## src/rtl/alu_share_arbiter.sv

```systemverilog
// Two-requester round-robin arbiter in front of one shared combinational ALU.
// Operands are held in registers for EXEC_CYCLES cycles before the result is captured.
module alu_share_arbiter #(
  parameter int WIDTH       = 32,
  parameter int EXEC_CYCLES = 1
) (
  input  logic             clk,
  input  logic             rst,

  input  logic             req0_valid,
  output logic             req0_ready,
  input  logic [2:0]       req0_op,
  input  logic [WIDTH-1:0] req0_a,
  input  logic [WIDTH-1:0] req0_b,

  input  logic             req1_valid,
  output logic             req1_ready,
  input  logic [2:0]       req1_op,
  input  logic [WIDTH-1:0] req1_a,
  input  logic [WIDTH-1:0] req1_b,

  output logic             rsp0_valid,
  input  logic             rsp0_ready,
  output logic [WIDTH-1:0] rsp0_w,
  output logic             rsp0_zero,
  output logic             rsp0_neg,
  output logic             rsp0_err,

  output logic             rsp1_valid,
  input  logic             rsp1_ready,
  output logic [WIDTH-1:0] rsp1_w,
  output logic             rsp1_zero,
  output logic             rsp1_neg,
  output logic             rsp1_err,

  output logic [2:0]       alu_ctrl,
  output logic [WIDTH-1:0] alu_a,
  output logic [WIDTH-1:0] alu_b,
  input  logic [WIDTH-1:0] alu_w,
  input  logic             alu_zero,
  input  logic             alu_neg,

  output logic             busy
);

  localparam int CW = (EXEC_CYCLES > 1) ? $clog2(EXEC_CYCLES) : 1;
  localparam logic [CW-1:0] CNT_LAST = CW'(EXEC_CYCLES - 1);

  typedef enum logic [1:0] {IDLE, EXEC, RESP} state_t;

  state_t           state;
  logic             last_grant;
  logic             owner;
  logic [CW-1:0]    cnt;
  logic [WIDTH-1:0] rsp_w;
  logic             rsp_zero;
  logic             rsp_neg;
  logic             rsp_err;

  logic             grant0;
  logic             grant1;
  logic             accept;
  logic             acc_owner;
  logic [2:0]       acc_op;
  logic [WIDTH-1:0] acc_a;
  logic [WIDTH-1:0] acc_b;
  logic             acc_legal;
  logic             rsp_done;

  // Contention goes to whichever requester did not win last time.
  always_comb begin
    grant0 = 1'b0;
    grant1 = 1'b0;
    if (req0_valid && req1_valid) begin
      grant0 = last_grant;
      grant1 = !last_grant;
    end else begin
      grant0 = req0_valid;
      grant1 = req1_valid;
    end
  end

  assign req0_ready = (state == IDLE) && !rst && grant0;
  assign req1_ready = (state == IDLE) && !rst && grant1;
  assign accept     = req0_ready || req1_ready;
  assign acc_owner  = req1_ready;
  assign acc_op     = acc_owner ? req1_op : req0_op;
  assign acc_a      = acc_owner ? req1_a  : req0_a;
  assign acc_b      = acc_owner ? req1_b  : req0_b;
  assign acc_legal  = !(acc_op[2] && acc_op[1]);
  assign rsp_done   = owner ? (rsp1_valid && rsp1_ready) : (rsp0_valid && rsp0_ready);

  always_ff @(posedge clk) begin
    if (rst) begin
      state      <= IDLE;
      last_grant <= 1'b1;
      owner      <= 1'b0;
      cnt        <= '0;
      alu_ctrl   <= '0;
      alu_a      <= '0;
      alu_b      <= '0;
      rsp_w      <= '0;
      rsp_zero   <= 1'b0;
      rsp_neg    <= 1'b0;
      rsp_err    <= 1'b0;
      rsp0_valid <= 1'b0;
      rsp1_valid <= 1'b0;
    end else begin
      case (state)
        IDLE: begin
          if (accept) begin
            owner      <= acc_owner;
            last_grant <= acc_owner;
            cnt        <= '0;
            if (acc_legal) begin
              alu_ctrl <= acc_op;
              alu_a    <= acc_a;
              alu_b    <= acc_b;
              state    <= EXEC;
            end else begin
              // Illegal ops never reach the ALU; answer straight away with err.
              rsp_w      <= '0;
              rsp_zero   <= 1'b0;
              rsp_neg    <= 1'b0;
              rsp_err    <= 1'b1;
              rsp0_valid <= !acc_owner;
              rsp1_valid <= acc_owner;
              state      <= RESP;
            end
          end
        end
        EXEC: begin
          if (cnt == CNT_LAST) begin
            cnt        <= '0;
            rsp_w      <= alu_w;
            rsp_zero   <= alu_zero;
            rsp_neg    <= alu_neg;
            rsp_err    <= 1'b0;
            rsp0_valid <= !owner;
            rsp1_valid <= owner;
            state      <= RESP;
          end else begin
            cnt <= cnt + 1'b1;
          end
        end
        RESP: begin
          if (rsp_done) begin
            rsp0_valid <= 1'b0;
            rsp1_valid <= 1'b0;
            state      <= IDLE;
          end
        end
        default: state <= IDLE;
      endcase
    end
  end

  assign rsp0_w    = rsp_w;
  assign rsp0_zero = rsp_zero;
  assign rsp0_neg  = rsp_neg;
  assign rsp0_err  = rsp_err;
  assign rsp1_w    = rsp_w;
  assign rsp1_zero = rsp_zero;
  assign rsp1_neg  = rsp_neg;
  assign rsp1_err  = rsp_err;
  assign busy      = (state != IDLE);

endmodule

```

## config.mk

```make
export PLATFORM = sky130hd
export DESIGN_NAME = alu_share_arbiter
export DESIGN_NICKNAME = d
export VERILOG_FILES = /design/src/rtl/alu_share_arbiter.sv
export SDC_FILE = /design/constraint.sdc
export NUM_CORES = 1
export LEC_CHECK = 0
export ABC_AREA = 1
export BUFFER_PORTS_ARGS = -buffer_cell sky130_fd_sc_hd__buf_4
export CORE_ASPECT_RATIO = 2
export CORE_UTILIZATION = 30
export DETAILED_ROUTE_END_ITERATION = 6
export GPL_ROUTABILITY_DRIVEN = 0
export HOLD_SLACK_MARGIN = 0.08
export PLACE_DENSITY_LB_ADDON = 0.2
export SLEW_MARGIN = 20
export SYNTH_ARGS = -nofsm -noshare
export SYNTH_HDL_FRONTEND = slang
export SYNTH_SLANG_ARGS = --single-unit
```

## constraint.sdc

```tcl
create_clock -name clk -period 2.9 [get_ports clk]
set_clock_uncertainty 0.15 [all_clocks]
set_input_delay 0.29 -clock clk [delete_from_list [all_inputs] [get_ports clk]]
set_output_delay 0.29 -clock clk [all_outputs]
set_load 0.02 [all_outputs]
```

==> results.sh, run 1 <==
export IMPL_cts_buffers=9
export IMPL_dieArea_sq_um=18800
export IMPL_hold_path_class="primary input to register"
export IMPL_fin_crit_sh_pct=88.6
export IMPL_die_x_microns=97.4
export IMPL_relSlewSlack_pct=55.9
export IMPL_dr_pass1_iters=4
export IMPL_drv_cap=0
export IMPL_ys_types=22
export IMPL_reg2reg_from="state[0]$_SDFFE_PP0P_"
export IMPL_pwr_density_cell_nw_per_um2=893
export IMPL_arrival_ns=2.13
export IMPL_cp_cell_sequence="inv_1, ha_1, nand2_1, nor2_4, buf_4, buf_4"
export IMPL_grt_pass1_wl_mm=27.2
export IMPL_die_h_microns=193
export IMPL_final_nets=1274
export IMPL_cts_buffer_depth=2
export IMPL_syn_avg_cell_area_sq_um=6.40
export IMPL_switching_share_pct=43.4
export IMPL_fin_crit_ns=2.57
export IMPL_syn_instance_count=854
export IMPL_intPower_mw=4.03
export IMPL_worstHoldStart="alu_w[4]"
export IMPL_r2r_cells=12
export IMPL_cp_end_kind="output pin"
export IMPL_rows=69
export IMPL_crit_fanout=66
export IMPL_regToRegSetupSlack_ns=0.57
export IMPL_r2r_end="rsp0_w[18]$_SDFFE_PP0P_"
export IMPL_routed_via_density=4.56
export IMPL_setup_ws_ns=0.330
export IMPL_pre_cts_slack_ns=0.599
export IMPL_grt_start_max_net_pins=70
export IMPL_p_total_mw=7.13
export IMPL_cts_sinks=108
export IMPL_grt_pass1_vias=5478
export IMPL_cp_common_cell="buf_4"
export IMPL_startpoint_type="register"
export IMPL_synth_mux_area_share_pct=0
export IMPL_p_seq_share_pct=30.8
export IMPL_routed_wl_mm=17.8
export IMPL_drt_iter0_markers=200
export IMPL_cts_resized=0
export IMPL_holdPathEnd="rsp0_w[4]$_SDFFE_PP0P_"
export IMPL_ys_seq_elements=108
export IMPL_worstSkewPairLatency_ns=0.34
export IMPL_synth_area_sq_um=5460
export IMPL_n_fill_cell=1921
export IMPL_synth_simple_area_share_pct=37.3
export IMPL_yosysSeqAreaShare_pct=39.6
export IMPL_holdPathStages=5
export IMPL_htreeDepth=3
export IMPL_slowest_delay_ns=0.53
export IMPL_synth_xor_area_share_pct=0
export IMPL_power_frac_comb_pct=52.4
export IMPL_multi_input_area_sq_um=2660
export IMPL_worst_path_max_delay_cell="buf_4"
export IMPL_final_util_pct=44.9
export IMPL_cp_required_ns=2.46
export IMPL_setup_viol=0
export IMPL_place_area_sq_um=7690
export IMPL_max_freq_mhz=389
export IMPL_grt_ovfl_total=0
export IMPL_stdcell_area_sq_um=7980
export IMPL_yosysWarningCount=0
export IMPL_p_leak_nw=4.06
export IMPL_p_clk_share_pct=16.8
export IMPL_core_sq_um=17800
export IMPL_synth_compound_area_share_pct=10.2
export IMPL_synthAdderAreaFrac_pct=0.916
export IMPL_rsz0062_at_grt="false"
export IMPL_p_sw_mw=3.10
export IMPL_io_pins=316
export IMPL_holdBufCountCts=0
export IMPL_syn_nets=1032
export IMPL_detail_route_wl_per_cell_microns=13.5
export IMPL_layout_common_cells="nand2_1 (351), buf_4 (326), dfxtp_1 (108)"
export IMPL_register_area_sq_um=2160
export IMPL_portBuffers=315
export IMPL_num_antenna_cells=0
export IMPL_cts_tree="built"
export IMPL_start_util_pct=30.7
export IMPL_area_growth_pct=46.0
export IMPL_grt_usage_pct=18.1
export IMPL_hold_viol=0
export IMPL_postCtsSetupRepairBufs=0
export IMPL_drc_errors=0
export IMPL_vias=5988
export IMPL_finalMaxSlewViolations=0
export IMPL_setup_tns_ns=0
export IMPL_irDropWorstVdd_mv=0.408
export IMPL_root_buffer="clkbuf_16"
export IMPL_postRouteAntennaNets=0
export IMPL_synth_top_family_by_area="simple AND/OR/NAND/NOR gates"
export IMPL_clk_pin_slew_ns=0.07
export IMPL_antenna_found_initial=0
export IMPL_outcome="finished clean"
export IMPL_drive_gt1_share_pct=32.2
export IMPL_crit_type="register to output pin"
export IMPL_hpwl_mm=12.9
export IMPL_worst_pin_slew_ns=0.661
export IMPL_final_common_cell="nand2_1"
-- worst max-delay path by stage --
stage                                from                      end  slack (ns)  cells after the start
floorplan           state[0]$_SDFFE_PP0P_  rsp0_w[10]$_SDFFE_PP0P_        0.83                     13
global placement    state[0]$_SDFFE_PP0P_  rsp0_w[19]$_SDFFE_PP0P_        0.64                     13
detailed placement  state[0]$_SDFFE_PP0P_  rsp0_w[30]$_SDFFE_PP0P_        0.60                     12
CTS                 state[0]$_SDFFE_PP0P_               req1_ready        0.30                      6
global route        state[1]$_SDFFE_PP0P_               req1_ready        0.14                      6
finish              state[0]$_SDFFE_PP0P_               req1_ready        0.33                      6
-- flip-flops by register name (all words and copies together), names as in the netlist --
name        cells
alu_a          32
alu_b          32
rsp0_w         32
alu_ctrl        3
state           2
last_grant      1
owner           1
rsp0_err        1
rsp0_neg        1
rsp0_valid      1
rsp0_zero       1
rsp1_valid      1
-- layer usage --
metal | global-route usage, % | up-vias | routed length (microns)
met2 | 34.6 | 186 | 9740
met3 | 4.31 | 13 | 1020
met5 | 0 | - | 0
met4 | 6.22 | 0 | 298
li1 | - | 3145 | -
met1 | 19.2 | 2644 | 6700
-- worst max-delay path, delay by kind of cell (launching register included) --
kind / cells / cell delay (ns)
buf+inv: 3 / 0.87
flops: 1 / 0.34
fa+ha+maj: 1 / 0.27
simple gates: 2 / 0.28
-- stage by stage --
| step | hold WS (ns) | std cells |
|---|---|---|
| 2_1_floorplan | 0.322 | 854 |
| 3_3_place_gp | 0.294 | 1298 |
| 3_5_place_dp | 0.301 | 1298 |
| 4_1_cts | 0.0877 | 1314 |
| 5_1_grt | 0.104 | 1314 |
| 6_report | 0.105 | 1314 |
-- synth_stat cells --
master,instances,area share (%)
buf_4,40,5.5
nand4_1,1,0.11
inv_2,3,0.21
nand3_1,99,9.1
ha_1,4,0.92
o211ai_1,1,0.14
o21a_1,1,0.14
o21ai_1,1,0.092
o21bai_1,1,0.14
nand2_2,3,0.34
a31oi_1,1,0.11
inv_1,28,1.9
buf_2,19,1.7
nor2_2,1,0.11
nand2_1,352,24
nor2_1,48,3.3
o21ai_0,6,0.55
clkbuf_1,38,2.6
a21oi_1,97,8.9
o31ai_1,1,0.14
nand3_2,1,0.18
dfxtp_1,108,40
-- layout make-up --
cell class	count	share of cell area, %
Multi-Input combinational cell	618	33.3
Tap cell	213	3.34
Timing Repair Buffer	328	31.2
Clock buffer	12	3.34
Sequential cell	108	27.1
Clock inverter	4	0.282
Inverter	31	1.46
-- cell families after synthesis --
kind of cell	count (synthesis)
and+or+nand+nor	505
buffers and inverters	128
AOI/OAI and AO/OA	109
DFF	108
adders and majority gates	4
-- power groups by stage --
stage          sequential [mW]  clock [mW]  combinational [mW]
4_1_cts                   2.20        1.25                3.77
6_report                  2.19        1.20                3.73
5_1_grt                   2.25        1.31                4.09
2_1_floorplan             2.65           0                2.13
3_5_place_dp              2.23           0                3.77
3_3_place_gp              2.22           0                3.76
No activity file was read; power rests on OpenSTA's default activity.
==> run 2, diff against run 1 <==
--- a/config.mk
+++ b/config.mk
@@ -8,6 +8,7 @@
 export ABC_AREA = 1
 export BUFFER_PORTS_ARGS = -buffer_cell sky130_fd_sc_hd__buf_4
 export CORE_ASPECT_RATIO = 2
+export CORE_MARGIN = 2
 export CORE_UTILIZATION = 30
 export DETAILED_ROUTE_END_ITERATION = 6
 export GPL_ROUTABILITY_DRIVEN = 0
==> constraint.sdc (replaced) <==
create_clock -name clk -period 3.1 [get_ports clk]
set_clock_uncertainty 0.15 [all_clocks]
set_input_delay 0.31 -clock clk [delete_from_list [all_inputs] [get_ports clk]]
set_output_delay 0.31 -clock clk [all_outputs]
set_load 0.02 [all_outputs]
==> run 2 against run 1 <==
  * Register-to-register slack gained 0.09 ns
  * Via count grew 1.3%
  * Power shrank 7.5%
  * Final area shrank 0.80%
  * Combinational power shrank 6.7%
  * Sequential power shrank 6%
  * Utilization shrank 0.36 points
  * Non-clock buffer count shrank 1
  * Wire length grew 2.5%
  * Die area grew 3.1%
  * Largest power group unchanged
  * Highest routed layer unchanged
==> results.sh, run 2 (synthesis gave the netlist of run 1 again) <==
export IMPL_outcome="finished clean"
export IMPL_vias=6067
export IMPL_hpwl_mm=13.1
export IMPL_n_fill_cell=1942
export IMPL_final_nets=1273
export IMPL_holdBufCountCts=0
export IMPL_p_leak_nw=4.03
export IMPL_layout_common_cells="nand2_1 (351), buf_4 (327), dfxtp_1 (108)"
export IMPL_grt_start_max_net_pins=70
export IMPL_antenna_found_initial=0
export IMPL_cts_resized=0
export IMPL_area_growth_pct=44.9
export IMPL_reg2reg_from="state[0]$_SDFFE_PP0P_"
export IMPL_cts_buffers=9
export IMPL_cts_tree="built"
export IMPL_fin_crit_ns=2.62
export IMPL_worstHoldStart="alu_w[4]"
export IMPL_setup_viol=0
export IMPL_grt_usage_pct=18.5
export IMPL_worst_pin_slew_ns=0.696
export IMPL_clk_pin_slew_ns=0.07
export IMPL_io_pins=316
export IMPL_final_common_cell="nand2_1"
export IMPL_cp_end_kind="output pin"
export IMPL_path_buf_inv=3
export IMPL_rsz0062_at_grt="false"
export IMPL_final_util_pct=44.5
export IMPL_num_antenna_cells=0
export IMPL_setup_tns_ns=0
export IMPL_drt_iter0_markers=184
export IMPL_startpoint_type="register"
export IMPL_dieArea_sq_um=19400
export IMPL_drive_gt1_share_pct=32.0
export IMPL_die_h_microns=195
export IMPL_irDropWorstVdd_mv=0.292
export IMPL_routed_via_density=4.63
export IMPL_cp_cell_sequence="inv_1, ha_1, nand2_1, nor2_4, buf_4, buf_4"
export IMPL_crit_type="register to output pin"
export IMPL_slowest_delay_ns=0.54
export IMPL_start_util_pct=30.7
export IMPL_crit_path_start="state[0]$_SDFFE_PP0P_"
export IMPL_cp_common_cell="buf_4"
export IMPL_cts_sinks=108
export IMPL_arrival_ns=2.16
export IMPL_cp_top_family="buffers and inverters"
export IMPL_pwr_density_cell_nw_per_um2=833
export IMPL_worst_path_max_delay_cell="buf_4"
export IMPL_fin_crit_sh_pct=84.6
export IMPL_drc_errors=0
export IMPL_routed_wl_mm=18.2
export IMPL_htreeDepth=3
export IMPL_portBuffers=315
export IMPL_worstSkewPairLatency_ns=0.34
export IMPL_detail_route_wl_per_cell_microns=13.9
export IMPL_hold_viol=0
export IMPL_postCtsSetupRepairBufs=0
export IMPL_pre_cts_slack_ns=0.625
export IMPL_grt_ovfl_total=0
export IMPL_die_x_microns=99.4
export IMPL_cts_buffer_depth=2
export IMPL_grt_pass1_vias=5647
export IMPL_hold_path_class="primary input to register"
export IMPL_dr_pass1_iters=6
export IMPL_drv_cap=0
export IMPL_root_buffer="clkbuf_16"
export IMPL_finalMaxSlewViolations=0
export IMPL_setup_ws_ns=0.477
export IMPL_relSlewSlack_pct=53.6
export IMPL_crit_fanout=66
export IMPL_grt_pass1_wl_mm=28.6
export IMPL_max_freq_mhz=381
export IMPL_cp_required_ns=2.64
export IMPL_core_sq_um=17800
export IMPL_rows=69
export IMPL_postRouteAntennaNets=0
[run 2: final timing paths]
check,end,slack [ns],depth (start not counted)
min reg2reg,alu_ctrl[2]$_SDFFE_PP0P_,0.30,2
min,rsp0_w[4]$_SDFFE_PP0P_,0.12,5
max reg2reg,alu_b[29]$_SDFFE_PP0P_,0.66,11
max,req1_ready,0.48,6
[run 2: final cells by class]
cell class | count | area [sq um] | area share (%)
inverters | 31 | 116 | 1.47
well taps | 213 | 267 | 3.37
clock inverters | 3 | 15.0 | 0.190
clock buffers | 11 | 243 | 3.07
multi-input cells | 618 | 2660 | 33.6
repair buffers | 327 | 2450 | 31.0
flip-flops and latches | 108 | 2160 | 27.3
[run 2: through the flow]
stage,hold slack [ns],power (mW),cell area [sq um],cells
after CTS,0.107,6.69,7910,1311
after global placement,0.288,5.59,7650,1297
final,0.120,6.59,7910,1311
after floorplan,0.335,4.47,5460,854
after detailed placement,0.292,5.60,7650,1297
after global routing,0.135,7.08,7910,1311
[run 2: layer usage]
layer,vias to the layer above,GRT usage [%],part of all wire (%)
met1,2703,20.0,37
li1,3143,-,-
met4,0,6.49,2.1
met3,17,4.21,6.3
met5,-,0,0
met2,204,34.3,55
[run 2: where the power goes]
part	total, mW	internal (mW)	switching [mW]
combinational	3.48	1.37	2.11
clock	1.06	0.555	0.509
sequential	2.05	1.77	0.275
total	6.59	3.70	2.89
[run 2: worst min-delay path, cell delays in order]
cell and delay [ns]:
buf_4 0.08, nand2_1 0.04, inv_1 0.04, nor2_1 0.04
nor2_1 0.08
